<file path="src/rtl/amiq_csv_pkg.sv">
`default_nettype none
// ============================================================================
//  Module      : amiq_csv_pkg
//  Description : Shared definitions for the CSV encoder: FSM state encoding,
//                ASCII byte constants, digit-count helper and digit-to-ASCII
//                helper.
//  Revision    : 1.0 - initial release
// ============================================================================
package amiq_csv_pkg;

    // FSM state encoding
    typedef logic [2:0] state_t;
    localparam state_t c_ST_IDLE   = 3'd0;
    localparam state_t c_ST_CONV   = 3'd1;
    localparam state_t c_ST_SIGN   = 3'd2;
    localparam state_t c_ST_DIGITS = 3'd3;
    localparam state_t c_ST_DELIM  = 3'd4;

    // ASCII bytes emitted on the output stream
    localparam logic [7:0] c_ASCII_DELIM = 8'h2C;
    localparam logic [7:0] c_ASCII_ZERO  = 8'h30;
    localparam logic [7:0] c_ASCII_MINUS = 8'h2D;

    // ceil(width * log10(2)) using a fixed-point log10(2) = 0.30103
    function automatic int ndig(input int width);
        return (width * 30103 + 99999) / 100000;
    endfunction

    // One BCD nibble to its ASCII character
    function automatic logic [7:0] ascii_digit(input logic [3:0] nib);
        return c_ASCII_ZERO + {4'b0000, nib};
    endfunction

endpackage
`default_nettype wire

</file>
<file path="src/rtl/amiq_bin2bcd.sv">
`default_nettype none
// ============================================================================
//  Module      : amiq_bin2bcd
//  Description : Iterative double-dabble binary-to-BCD converter. A start
//                pulse loads the operand; exactly DATA_W shift steps follow,
//                after which done_o rises and stays high until the next start.
//  Ports       : clk, rst       - clock, synchronous active-high reset
//                start_i        - load bin_i and begin conversion
//                bin_i          - unsigned binary operand (DATA_W bits)
//                done_o         - conversion complete, bcd_o valid
//                bcd_o          - NDIG packed BCD digits, digit 0 in [3:0]
//  Revision    : 1.0 - initial release
// ============================================================================
module amiq_bin2bcd #(
    parameter int DATA_W = 32,
    parameter int NDIG   = 10
) (
    input  logic                clk,
    input  logic                rst,
    input  logic                start_i,
    input  logic [DATA_W-1:0]   bin_i,
    output logic                done_o,
    output logic [NDIG*4-1:0]   bcd_o
);

    localparam int c_BCD_W = NDIG * 4;
    localparam int c_CNT_W = $clog2(DATA_W + 1);

    logic [DATA_W-1:0]          bin_q;
    logic [c_BCD_W-1:0]         bcd_q;
    logic [c_CNT_W-1:0]         cnt_q;
    logic                       busy_q;
    logic                       done_q;

    logic [c_BCD_W-1:0]         w_bcd_adj;
    logic [c_BCD_W+DATA_W-1:0]  w_shift;

    // Add 3 to every digit >= 5 so the following left shift carries correctly
    always_comb begin
        w_bcd_adj = bcd_q;
        for (int i = 0; i < NDIG; i++) begin
            if (bcd_q[i*4 +: 4] >= 4'd5) begin
                w_bcd_adj[i*4 +: 4] = bcd_q[i*4 +: 4] + 4'd3;
            end
        end
        w_shift = {w_bcd_adj, bin_q} << 1;
    end

    always_ff @(posedge clk) begin
        if (rst) begin
            bin_q  <= '0;
            bcd_q  <= '0;
            cnt_q  <= '0;
            busy_q <= 1'b0;
            done_q <= 1'b0;
        end else if (start_i) begin
            bin_q  <= bin_i;
            bcd_q  <= '0;
            cnt_q  <= '0;
            busy_q <= 1'b1;
            done_q <= 1'b0;
        end else if (busy_q) begin
            bcd_q <= w_shift[c_BCD_W+DATA_W-1:DATA_W];
            bin_q <= w_shift[DATA_W-1:0];
            cnt_q <= cnt_q + c_CNT_W'(1);
            if (cnt_q == c_CNT_W'(DATA_W - 1)) begin
                busy_q <= 1'b0;
                done_q <= 1'b1;
            end
        end
    end

    assign done_o = done_q;
    assign bcd_o  = bcd_q;

endmodule
`default_nettype wire

</file>
<file path="src/rtl/amiq_csv_encoder.sv">
`default_nettype none
// ============================================================================
//  Module      : amiq_csv_encoder
//  Description : Encodes a stream of binary values into a comma-delimited
//                ASCII-decimal byte message "v0,v1,...,vN-1". m_last marks
//                the final digit of value NOF_VALUES-1.
//                Build option AMIQ_CSV_SIGNED_EN: treat s_data as two's
//                complement and prefix negative values with '-'.
//  Ports       : clk, rst                  - clock, synchronous active-high reset
//                s_valid/s_ready/s_data    - input value stream
//                m_valid/m_ready/m_data    - output ASCII byte stream
//                m_last                    - final byte of a message
//                value_cnt                 - values accepted in current message
//  Revision    : 1.0 - initial release
// ============================================================================
module amiq_csv_encoder
    import amiq_csv_pkg::*;
#(
    parameter int DATA_W     = 32,
    parameter int NOF_VALUES = 20
) (
    input  logic                              clk,
    input  logic                              rst,
    input  logic                              s_valid,
    output logic                              s_ready,
    input  logic [DATA_W-1:0]                 s_data,
    output logic                              m_valid,
    input  logic                              m_ready,
    output logic [7:0]                        m_data,
    output logic                              m_last,
    output logic [$clog2(NOF_VALUES+1)-1:0]   value_cnt
);

    localparam int c_NDIG  = ndig(DATA_W);
    localparam int c_CNT_W = $clog2(NOF_VALUES + 1);
    localparam int c_IDX_W = (c_NDIG > 1) ? $clog2(c_NDIG) : 1;

    state_t               state_q,     state_d;
    logic                 s_ready_q,   s_ready_d;
    logic                 m_valid_q,   m_valid_d;
    logic [7:0]           m_data_q,    m_data_d;
    logic                 m_last_q,    m_last_d;
    logic [c_CNT_W-1:0]   value_cnt_q, value_cnt_d;
    logic [c_IDX_W-1:0]   dig_idx_q,   dig_idx_d;
    logic                 neg_q,       neg_d;

    logic                 w_start;
    logic                 w_neg;
    logic [DATA_W-1:0]    w_mag;
    logic                 w_done;
    logic [c_NDIG*4-1:0]  w_bcd;
    logic [c_IDX_W-1:0]   w_first_idx;
    logic [c_IDX_W-1:0]   w_next_idx;
    logic [7:0]           w_first_chr;
    logic [7:0]           w_next_chr;
    logic                 w_take;
    logic                 w_last_val;

`ifdef AMIQ_CSV_SIGNED_EN
    // Magnitude of the most negative value still fits in DATA_W unsigned bits
    assign w_neg = s_data[DATA_W-1];
    assign w_mag = w_neg ? ((~s_data) + DATA_W'(1)) : s_data;
`else
    assign w_neg = 1'b0;
    assign w_mag = s_data;
`endif

    amiq_bin2bcd #(
        .DATA_W (DATA_W),
        .NDIG   (c_NDIG)
    ) u_bin2bcd (
        .clk     (clk),
        .rst     (rst),
        .start_i (w_start),
        .bin_i   (w_mag),
        .done_o  (w_done),
        .bcd_o   (w_bcd)
    );

    // Most significant non-zero digit; index 0 when the value is zero so a
    // lone "0" is emitted.
    always_comb begin
        w_first_idx = '0;
        for (int i = 0; i < c_NDIG; i++) begin
            if (w_bcd[i*4 +: 4] != 4'd0) begin
                w_first_idx = c_IDX_W'(i);
            end
        end
    end

    assign w_next_idx  = dig_idx_q - c_IDX_W'(1);
    assign w_first_chr = ascii_digit(w_bcd[w_first_idx*4 +: 4]);
    assign w_next_chr  = ascii_digit(w_bcd[w_next_idx*4 +: 4]);
    assign w_take      = m_valid_q && m_ready;
    assign w_last_val  = (value_cnt_q == c_CNT_W'(NOF_VALUES));

    always_comb begin
        state_d     = state_q;
        m_valid_d   = m_valid_q;
        m_data_d    = m_data_q;
        m_last_d    = m_last_q;
        value_cnt_d = value_cnt_q;
        dig_idx_d   = dig_idx_q;
        neg_d       = neg_q;
        w_start     = 1'b0;

        case (state_q)
            c_ST_IDLE: begin
                if (s_valid && s_ready_q) begin
                    w_start     = 1'b1;
                    neg_d       = w_neg;
                    value_cnt_d = value_cnt_q + c_CNT_W'(1);
                    state_d     = c_ST_CONV;
                end
            end
            c_ST_CONV: begin
                if (w_done) begin
                    m_valid_d = 1'b1;
                    if (neg_q) begin
                        m_data_d = c_ASCII_MINUS;
                        m_last_d = 1'b0;
                        state_d  = c_ST_SIGN;
                    end else begin
                        m_data_d  = w_first_chr;
                        dig_idx_d = w_first_idx;
                        m_last_d  = (w_first_idx == '0) && w_last_val;
                        state_d   = c_ST_DIGITS;
                    end
                end
            end
            c_ST_SIGN: begin
                if (w_take) begin
                    m_data_d  = w_first_chr;
                    dig_idx_d = w_first_idx;
                    m_last_d  = (w_first_idx == '0) && w_last_val;
                    state_d   = c_ST_DIGITS;
                end
            end
            c_ST_DIGITS: begin
                if (w_take) begin
                    if (dig_idx_q != '0) begin
                        m_data_d  = w_next_chr;
                        dig_idx_d = w_next_idx;
                        m_last_d  = (w_next_idx == '0) && w_last_val;
                    end else if (w_last_val) begin
                        // Final digit of the message just left; start a new message
                        m_valid_d   = 1'b0;
                        m_last_d    = 1'b0;
                        value_cnt_d = '0;
                        state_d     = c_ST_IDLE;
                    end else begin
                        m_data_d = c_ASCII_DELIM;
                        m_last_d = 1'b0;
                        state_d  = c_ST_DELIM;
                    end
                end
            end
            c_ST_DELIM: begin
                if (w_take) begin
                    m_valid_d = 1'b0;
                    state_d   = c_ST_IDLE;
                end
            end
            default: begin
                m_valid_d = 1'b0;
                m_last_d  = 1'b0;
                state_d   = c_ST_IDLE;
            end
        endcase

        // Registered so s_ready is low throughout reset and rises one cycle later
        s_ready_d = (state_d == c_ST_IDLE);
    end

    always_ff @(posedge clk) begin
        if (rst) begin
            state_q     <= c_ST_IDLE;
            s_ready_q   <= 1'b0;
            m_valid_q   <= 1'b0;
            m_data_q    <= 8'h00;
            m_last_q    <= 1'b0;
            value_cnt_q <= '0;
            dig_idx_q   <= '0;
            neg_q       <= 1'b0;
        end else begin
            state_q     <= state_d;
            s_ready_q   <= s_ready_d;
            m_valid_q   <= m_valid_d;
            m_data_q    <= m_data_d;
            m_last_q    <= m_last_d;
            value_cnt_q <= value_cnt_d;
            dig_idx_q   <= dig_idx_d;
            neg_q       <= neg_d;
        end
    end

    assign s_ready   = s_ready_q;
    assign m_valid   = m_valid_q;
    assign m_data    = m_data_q;
    assign m_last    = m_last_q;
    assign value_cnt = value_cnt_q;

endmodule
`default_nettype wire

</file>
<file path="config.mk">
export PLATFORM = sky130hd
export DESIGN_NAME = amiq_csv_encoder
export DESIGN_NICKNAME = d
export VERILOG_FILES = /design/src/rtl/amiq_csv_pkg.sv /design/src/rtl/amiq_bin2bcd.sv /design/src/rtl/amiq_csv_encoder.sv
export SDC_FILE = /design/constraint.sdc
export NUM_CORES = 1
export LEC_CHECK = 0
export BUFFER_PORTS_ARGS = -buffer_cell sky130_fd_sc_hd__buf_2
export CORE_MARGIN = 2
export CORE_UTILIZATION = 48
export CTS_BUF_LIST = sky130_fd_sc_hd__clkbuf_8
export DETAILED_ROUTE_END_ITERATION = 10
export GPL_ROUTABILITY_DRIVEN = 0
export PLACE_DENSITY = 0.65
export SLEW_MARGIN = 30
export SYNTH_ARGS = -nofsm -noshare
export SYNTH_HDL_FRONTEND = slang
export SYNTH_HIERARCHICAL = 1
export SYNTH_SLANG_ARGS = --single-unit
export TNS_END_PERCENT = 5
</file>
<file path="constraint.sdc">
create_clock -name clk -period 8.76 [get_ports clk]
set_clock_uncertainty 0.05 [all_clocks]
set_input_delay 1.752 -clock clk [delete_from_list [all_inputs] [get_ports clk]]
set_output_delay 1.752 -clock clk [all_outputs]
set_load 0.005 [all_outputs]
</file>
# --- Word level (Yosys, flattened, before mapping) ---
# Index checks and enable logic that the tools add are counted.
op_classes:
  addsub: 15
  n_mul: 0
  div: 0
  n_lt_le_gt_ge: 10
  n_eq_ne: 15
  shift: 2
  muxes: 61
  bitwise: 2
  reduce_logical: 30
ops:
  columns: ["cell", "count"]
  rows:
  - ["$mux W4", 21]
  - ["$shiftx A40 B7 Y4", 2]
  - ["$mux W32", 2]
  - ["$ge A4 B3 Y1 const B", 10]
  - ["$mux W8", 5]
  - ["$reduce_bool A4 Y1", 10]
  - ["$add A4 B2 Y4 const B", 9]
  - ["$mux W3", 8]
  - ["$pmux W8 S3", 1]
  - ["$mux W5", 4]
  - ["$mux W1", 15]
  - ["$pmux W3 S5", 1]
  - ["$reduce_and A5 Y1", 3]
  - ["$add A6 B4 Y7 const A", 2]
  - ["$ne A2 B2 Y1 const B", 7]
  - ["$pmux W4 S3", 1]
  - ["$pmux W5 S2", 1]
  - ["$logic_not A4 Y1", 2]
  - ["$pmux W1 S4", 2]
  - ["$add A6 B1 Y6 const B", 1]
  - ["$eq A3 B2 Y1 const B", 2]
  - ["$eq A6 B5 Y1 const B", 1]
  - ["$logic_not A3 Y1", 2]
  - ["$reduce_and A6 Y1", 1]
  - ["other kinds (15)", 22]
totals:
  regBits: 103
  latchBits: 0
  mem_bits_rw: 0
  romBits: 0
  input_bits: 36
  out_inout_bits: 16
  wordCells: 147
  memories: 0

# --- Longest topological paths before layout ---
depth:
  depth_word: 14
  depth_mapped: 11
  mapped_depth_nobuf: 8

# --- By module ---
# Netlist, hierarchy kept.
modules_own_cells:
  columns: ["module", "n_inst", "cells_per_inst", "area_per_inst_um2", "seq_area_each_um2"]
  rows:
  - ["amiq_bin2bcd", 1, 545, 4463.0, 1601.5]
  - ["amiq_csv_encoder", 1, 278, 2287.2, 420.4]

# --- Worst setup path after synthesis ---
# Ideal clock, no wire load.
synth_path:
  path_type: "input port to flip-flop"
  from: "input port s_valid"
  to: "register u_bin2bcd.bcd_q[38], in the netlist u_bin2bcd/bcd_o[38]"
  setup_time_ns: 0.079
  arrival_time_ns: 3.007
  t_required_ns: 8.631
  path_slack_ns: 5.624
  path_stages: 7
  n_path_buf: 3
  path_cell_list: "and4b_1 > clkbuf_1 > buf_6 > or2_4 > buf_6 > a2111o_1 > o211ai_1"
synth_via:
  elab_chain_len: 4
synth_lines:
  columns: ["element", "line", "source"]
  rows:
  - ["from (decl)", "amiq_csv_encoder.sv:24", "input logic s_valid,"]
  - ["$logic_and A1 B1 Y1", "amiq_csv_encoder.sv:109", "if (s_valid && s_ready_q) begin"]
  - ["$mux W1", "amiq_csv_encoder.sv:109", null]
  - ["$mux W1", "amiq_csv_encoder.sv:107", "case (state_q)"]
  - ["net w_start", "amiq_csv_encoder.sv:47", "logic w_start;"]
  - ["$reduce_or A2 Y1 (no source line)", null, null]
  - ["to (signal assigned)", "amiq_bin2bcd.sv:63", "bcd_q <= w_shift[c_BCD_W+DATA_W-1:DATA_W];"]
  - ["to (decl)", "amiq_bin2bcd.sv:30", "logic [c_BCD_W-1:0] bcd_q;"]
# The timed path passes the listed nets, and every way through them passes these cells.
# A chain may end at the register's enable or synchronous reset.

# --- Worst setup path in the final report ---
layout_path:
  from: "input port s_valid"
  to: "register u_bin2bcd.bin_q[29]"
layout_via:
  elab_chain_len: 4
  elab_cells_between_ends: 5
  classes_between: "mux: 3; reduce/logical: 2"
layout_lines:
  columns: ["element", "line", "source"]
  rows:
  - ["$logic_and A1 B1 Y1 (*)", "amiq_csv_encoder.sv:109", null]
  - ["$mux W1 (*)", "amiq_csv_encoder.sv:109", null]
  - ["$mux W1 (*)", "amiq_csv_encoder.sv:107", null]
  - ["$mux W32 / $reduce_bool A2 Y1 (equally long branches)", null, null]
  - ["to (signal assigned)", "amiq_bin2bcd.sv:57", "bin_q <= bin_i;"]
  - ["to (signal assigned)", "amiq_bin2bcd.sv:64", "bin_q <= w_shift[DATA_W-1:0];"]
  - ["to (decl)", "amiq_bin2bcd.sv:29", "logic [DATA_W-1:0] bin_q;"]
# Every way passes the cells marked *; elsewhere a longest branch is shown, timed or not.

==> flow_metrics.env <==
export IMPL_path_class="in2reg"
export IMPL_cts_setup_buffers=0
export IMPL_signed_area_change_from_the_synthesized_netlist_to_the_final_layout_pct=6.25
export IMPL_crit_path_end_kind="flip-flop"
export IMPL_synth_simple_gate_area_share_pct=25.2
export IMPL_power_density_cell_area_nw_per_um2=149
export IMPL_die_height_um=123
export IMPL_max_clock_path_buffers=2
export IMPL_insertedDiodeCount=0
export IMPL_timing_final_hold_violations=0
export IMPL_mappedNetlistArea_sq_um=6750
export IMPL_cts_tree="yes"
export IMPL_drcViolationCount=0
export IMPL_timing_final_setup_violations=0
export IMPL_synth_mux_area_share_pct=9.40
export IMPL_postPlaceCellArea_sq_um=6960
export IMPL_cts_inserted_buffers=9
export IMPL_detailroute_via_count=6212
export IMPL_grt_setup_unrepaired="false"
export IMPL_cts_hold_buffers_added=0
export IMPL_fin_crit_ns=3.38
export IMPL_yosys_area_share_xor_xnor_pct=1.30
export IMPL_max_capacitance_violation_count=0
export IMPL_worst_hold_path_type="reg2reg"
export IMPL_synth_cell_types=74
export IMPL_clock_latency_late_sink_ns=0.40
export IMPL_origin_of_the_worst_min_delay_path="m_data[4]$_SDFFE_PP0P_"
export IMPL_initial_utilization_pct=48.8
export IMPL_grt_max_degree=109
export IMPL_antenna_left=0
export IMPL_pre_cts_slack_ns=5.27
export IMPL_combinational_family_with_the_most_area_after_synthesis="simple AND/OR/NAND/NOR gates"
export IMPL_post_route_period_util_pct=38.6
export IMPL_global_route_wire_length_before_repair_um=27200
export IMPL_setup_total_negative_slack_ns=0
export IMPL_first_pass_iters=5
export IMPL_synth_yosys_seq_area_share_pct=30.0
export IMPL_ys_warn_count=6
export IMPL_worst_setup_start_kind="input port"
export IMPL_clock_tree_root_cell="sky130_fd_sc_hd__clkbuf_8"
export IMPL_timing_critical_path_arrival_ns=3.58
export IMPL_post_cts_resize_count=0
export IMPL_synth_cells=823
export IMPL_grt_pass1_vias=5756
export IMPL_design_portCount=52
export IMPL_worst_slew_pin_transition_ns=0.848
export IMPL_max_freq_mhz=296
export IMPL_placement_rows=43
export IMPL_final_setup_worst_slack_ns=5.38
export IMPL_yosys_area_share_adder_pct=4.63
export IMPL_r2r_setup_slack_ns=5.51
export IMPL_postSynthRegisterBits=101
export IMPL_vdd_ir_drop_max_mv=0.0722
export IMPL_endpoint_required_time_on_the_critical_path_ns=8.97
export IMPL_fp_dieArea_sq_um=15000
export IMPL_reg2reg_depth=8
export IMPL_numClockSinks=101
export IMPL_mostFrequentLayoutCells="111 x sky130_fd_sc_hd__nand2_1, 100 x sky130_fd_sc_hd__dfxtp_1, 79 x sky130_fd_sc_hd__a21oi_1"
export IMPL_initial_antenna_violation_count=0
export IMPL_num_nets_final=897
export IMPL_status="completed"
export IMPL_layout_commonest_cell="sky130_fd_sc_hd__nand2_1"
export IMPL_critical_path_max_fanout=43
export IMPL_syn_mean_instance_area_sq_um=8.20
export IMPL_port_buffers=49
export IMPL_relSlewSlack_pct=43.1
export IMPL_ys_async_sr_fraction_pct=0
export IMPL_global_route_overflow_total=0
export IMPL_clock_tree_htree_level_count=3
export IMPL_floorplan_core_area_sq_um=13800
export IMPL_die_w_um=123
export IMPL_layout_drive_gt1_share_pct=16.8
export IMPL_layout_cell_area_non_filler_sq_um=7170
export IMPL_hold_depth=2
export IMPL_n_fill_cell=1302
export IMPL_worst_r2r_endpoint="m_data[0]$_SDFFE_PP0P_"
export IMPL_clk_pin_slew_worst_paths_ns=0.11
export IMPL_drt_iter0_markers=461
export IMPL_timing_hold_worst_endpoint="m_data[4]$_SDFFE_PP0P_"
export IMPL_synth_compound_gate_area_share_pct=22.8
export IMPL_edff_count_synth=0
export IMPL_route_final_wire_length_um=16100
export IMPL_power_leakage_uw=0.00242
export IMPL_rr_startpoint="dig_idx_q[0]$_SDFFE_PP0P_"
export IMPL_synth_top_flop_cell="sky130_fd_sc_hd__dfxtp_1"
export IMPL_global_route_usage_total_pct=22.2
export IMPL_detail_placement_hpwl_um=11200
export IMPL_avgViaCountPerCell=6.08
export IMPL_routed_wire_length_per_instance_um=15.8
export IMPL_slew_viol_final=0
## where the power goes
| group | internal, uW | total, uW | switching, uW |
|---|---|---|---|
| clock network | 116 | 310 | 194 |
| registers | 477 | 507 | 30.0 |
| logic | 96.5 | 251 | 154 |
## critical path: stages
cell                       delay, ns
sky130_fd_sc_hd__buf_2          0.08
sky130_fd_sc_hd__and4b_1        0.19
sky130_fd_sc_hd__buf_4          0.38
sky130_fd_sc_hd__clkinv_1       0.80
sky130_fd_sc_hd__nand2_1        0.25
sky130_fd_sc_hd__a21oi_1        0.09
## sequential cells by signal, summed over array words and instances, names as in the netlist, 3 cells and up
name             cells
dig_idx_q            4
m_data               6
state_q              3
u_bin2bcd/bcd_o     40
u_bin2bcd/bin_q     32
u_bin2bcd/cnt_q      6
value_cnt            5
## final cells by class
cell class	count	area [sq um]	share of cell area, %
Sequential cell	101	2030	28.2
Clock buffer	9	124	1.73
Clock inverter	7	88.8	1.24
Timing Repair Buffer	53	279	3.89
Multi-Input combinational cell	632	4280	59.7
Tap cell	180	225	3.14
Inverter	39	146	2.04
## through the flow
stage | hold WS, ns | total power (uW) | utilization (%) | cells
floorplan | 0.410 | 707 | - | 824
global placement | 0.422 | 756 | 50.3 | 1005
detailed placement | 0.428 | 762 | 50.3 | 1005
CTS | 0.447 | 1070 | 51.8 | 1021
global route | 0.459 | 1130 | 51.9 | 1021
finish | 0.448 | 1070 | 51.9 | 1021
## synth_stat cells (5+ instances only)
| library cell | n | area (sq um) |
|---|---|---|
| sky130_fd_sc_hd__or4_1 | 14 | 105 |
| sky130_fd_sc_hd__o211ai_1 | 21 | 158 |
| sky130_fd_sc_hd__nor4_1 | 13 | 81.3 |
| sky130_fd_sc_hd__nand3b_1 | 7 | 52.6 |
| sky130_fd_sc_hd__nand4b_1 | 9 | 78.8 |
| sky130_fd_sc_hd__dfxtp_1 | 101 | 2020 |
| sky130_fd_sc_hd__nand2_1 | 111 | 417 |
| sky130_fd_sc_hd__nand2b_1 | 19 | 119 |
| sky130_fd_sc_hd__nor2b_1 | 9 | 56.3 |
| sky130_fd_sc_hd__a21oi_1 | 79 | 395 |
| sky130_fd_sc_hd__ha_1 | 25 | 313 |
| sky130_fd_sc_hd__xor2_1 | 6 | 52.6 |
| sky130_fd_sc_hd__or3b_2 | 10 | 87.6 |
| sky130_fd_sc_hd__o21a_1 | 9 | 67.6 |
| sky130_fd_sc_hd__a211o_1 | 5 | 43.8 |
| sky130_fd_sc_hd__a2111o_1 | 12 | 135 |
| sky130_fd_sc_hd__nor3_1 | 6 | 30.0 |
| sky130_fd_sc_hd__nand3_1 | 27 | 135 |
| sky130_fd_sc_hd__o21ai_1 | 9 | 45.0 |
| sky130_fd_sc_hd__buf_6 | 6 | 67.6 |
| sky130_fd_sc_hd__mux2_2 | 32 | 360 |
| sky130_fd_sc_hd__o32ai_1 | 9 | 78.8 |
| sky130_fd_sc_hd__nand4_1 | 6 | 37.5 |
| sky130_fd_sc_hd__mux4_2 | 7 | 158 |
| sky130_fd_sc_hd__or3_1 | 13 | 81.3 |
| sky130_fd_sc_hd__clkbuf_1 | 17 | 63.8 |
| sky130_fd_sc_hd__a211oi_1 | 5 | 37.5 |
| sky130_fd_sc_hd__a31oi_1 | 21 | 131 |
| sky130_fd_sc_hd__nor2_1 | 44 | 165 |
| sky130_fd_sc_hd__buf_2 | 20 | 100 |
| sky130_fd_sc_hd__inv_1 | 39 | 146 |
| sky130_fd_sc_hd__mux2i_1 | 9 | 90.1 |
| sky130_fd_sc_hd__o21ai_0 | 29 | 145 |
## worst max-delay path by stage
stage	startpoint	to	slack, ns	depth (start not counted)
floorplan	s_valid	u_bin2bcd/bcd_o[38]$_SDFFE_PP0P_	5.62	7
global placement	s_valid	u_bin2bcd/bin_q[31]$_SDFFE_PP0P_	5.33	6
detailed placement	s_valid	u_bin2bcd/bin_q[3]$_SDFFE_PP0P_	5.27	6
CTS	dig_idx_q[0]$_SDFFE_PP0P_	m_data[0]$_SDFFE_PP0P_	5.49	8
global route	s_valid	u_bin2bcd/bin_q[17]$_SDFFE_PP0P_	5.13	6
finish	s_valid	u_bin2bcd/bin_q[29]$_SDFFE_PP0P_	5.38	6
## routing by layer
| layer | GRT usage [%] | share of wire, % | vias to the layer above |
|---|---|---|---|
| met3 | 3.44 | 4.6 | 28 |
| met2 | 34.6 | 46 | 154 |
| met4 | 9.84 | 2.1 | 0 |
| met5 | 0 | 0 | - |
| met1 | 30.2 | 48 | 2959 |
| li1 | - | - | 3071 |
## cells by family (layout without fill, tap and decap cells)
| kind of cell | count (synthesis) | after routing |
|---|---|---|
| buffers and inverters | 91 | 108 |
| adders and majority gates | 25 | 25 |
| xor gates and xnor gates | 10 | 10 |
| muxes | 49 | 49 |
| other | 1 | 2 |
| AOI/OAI and AO/OA | 231 | 231 |
| and+or+nand+nor | 315 | 315 |
| DFF | 101 | 101 |
Note: power is estimated with default switching activity, not from simulation.
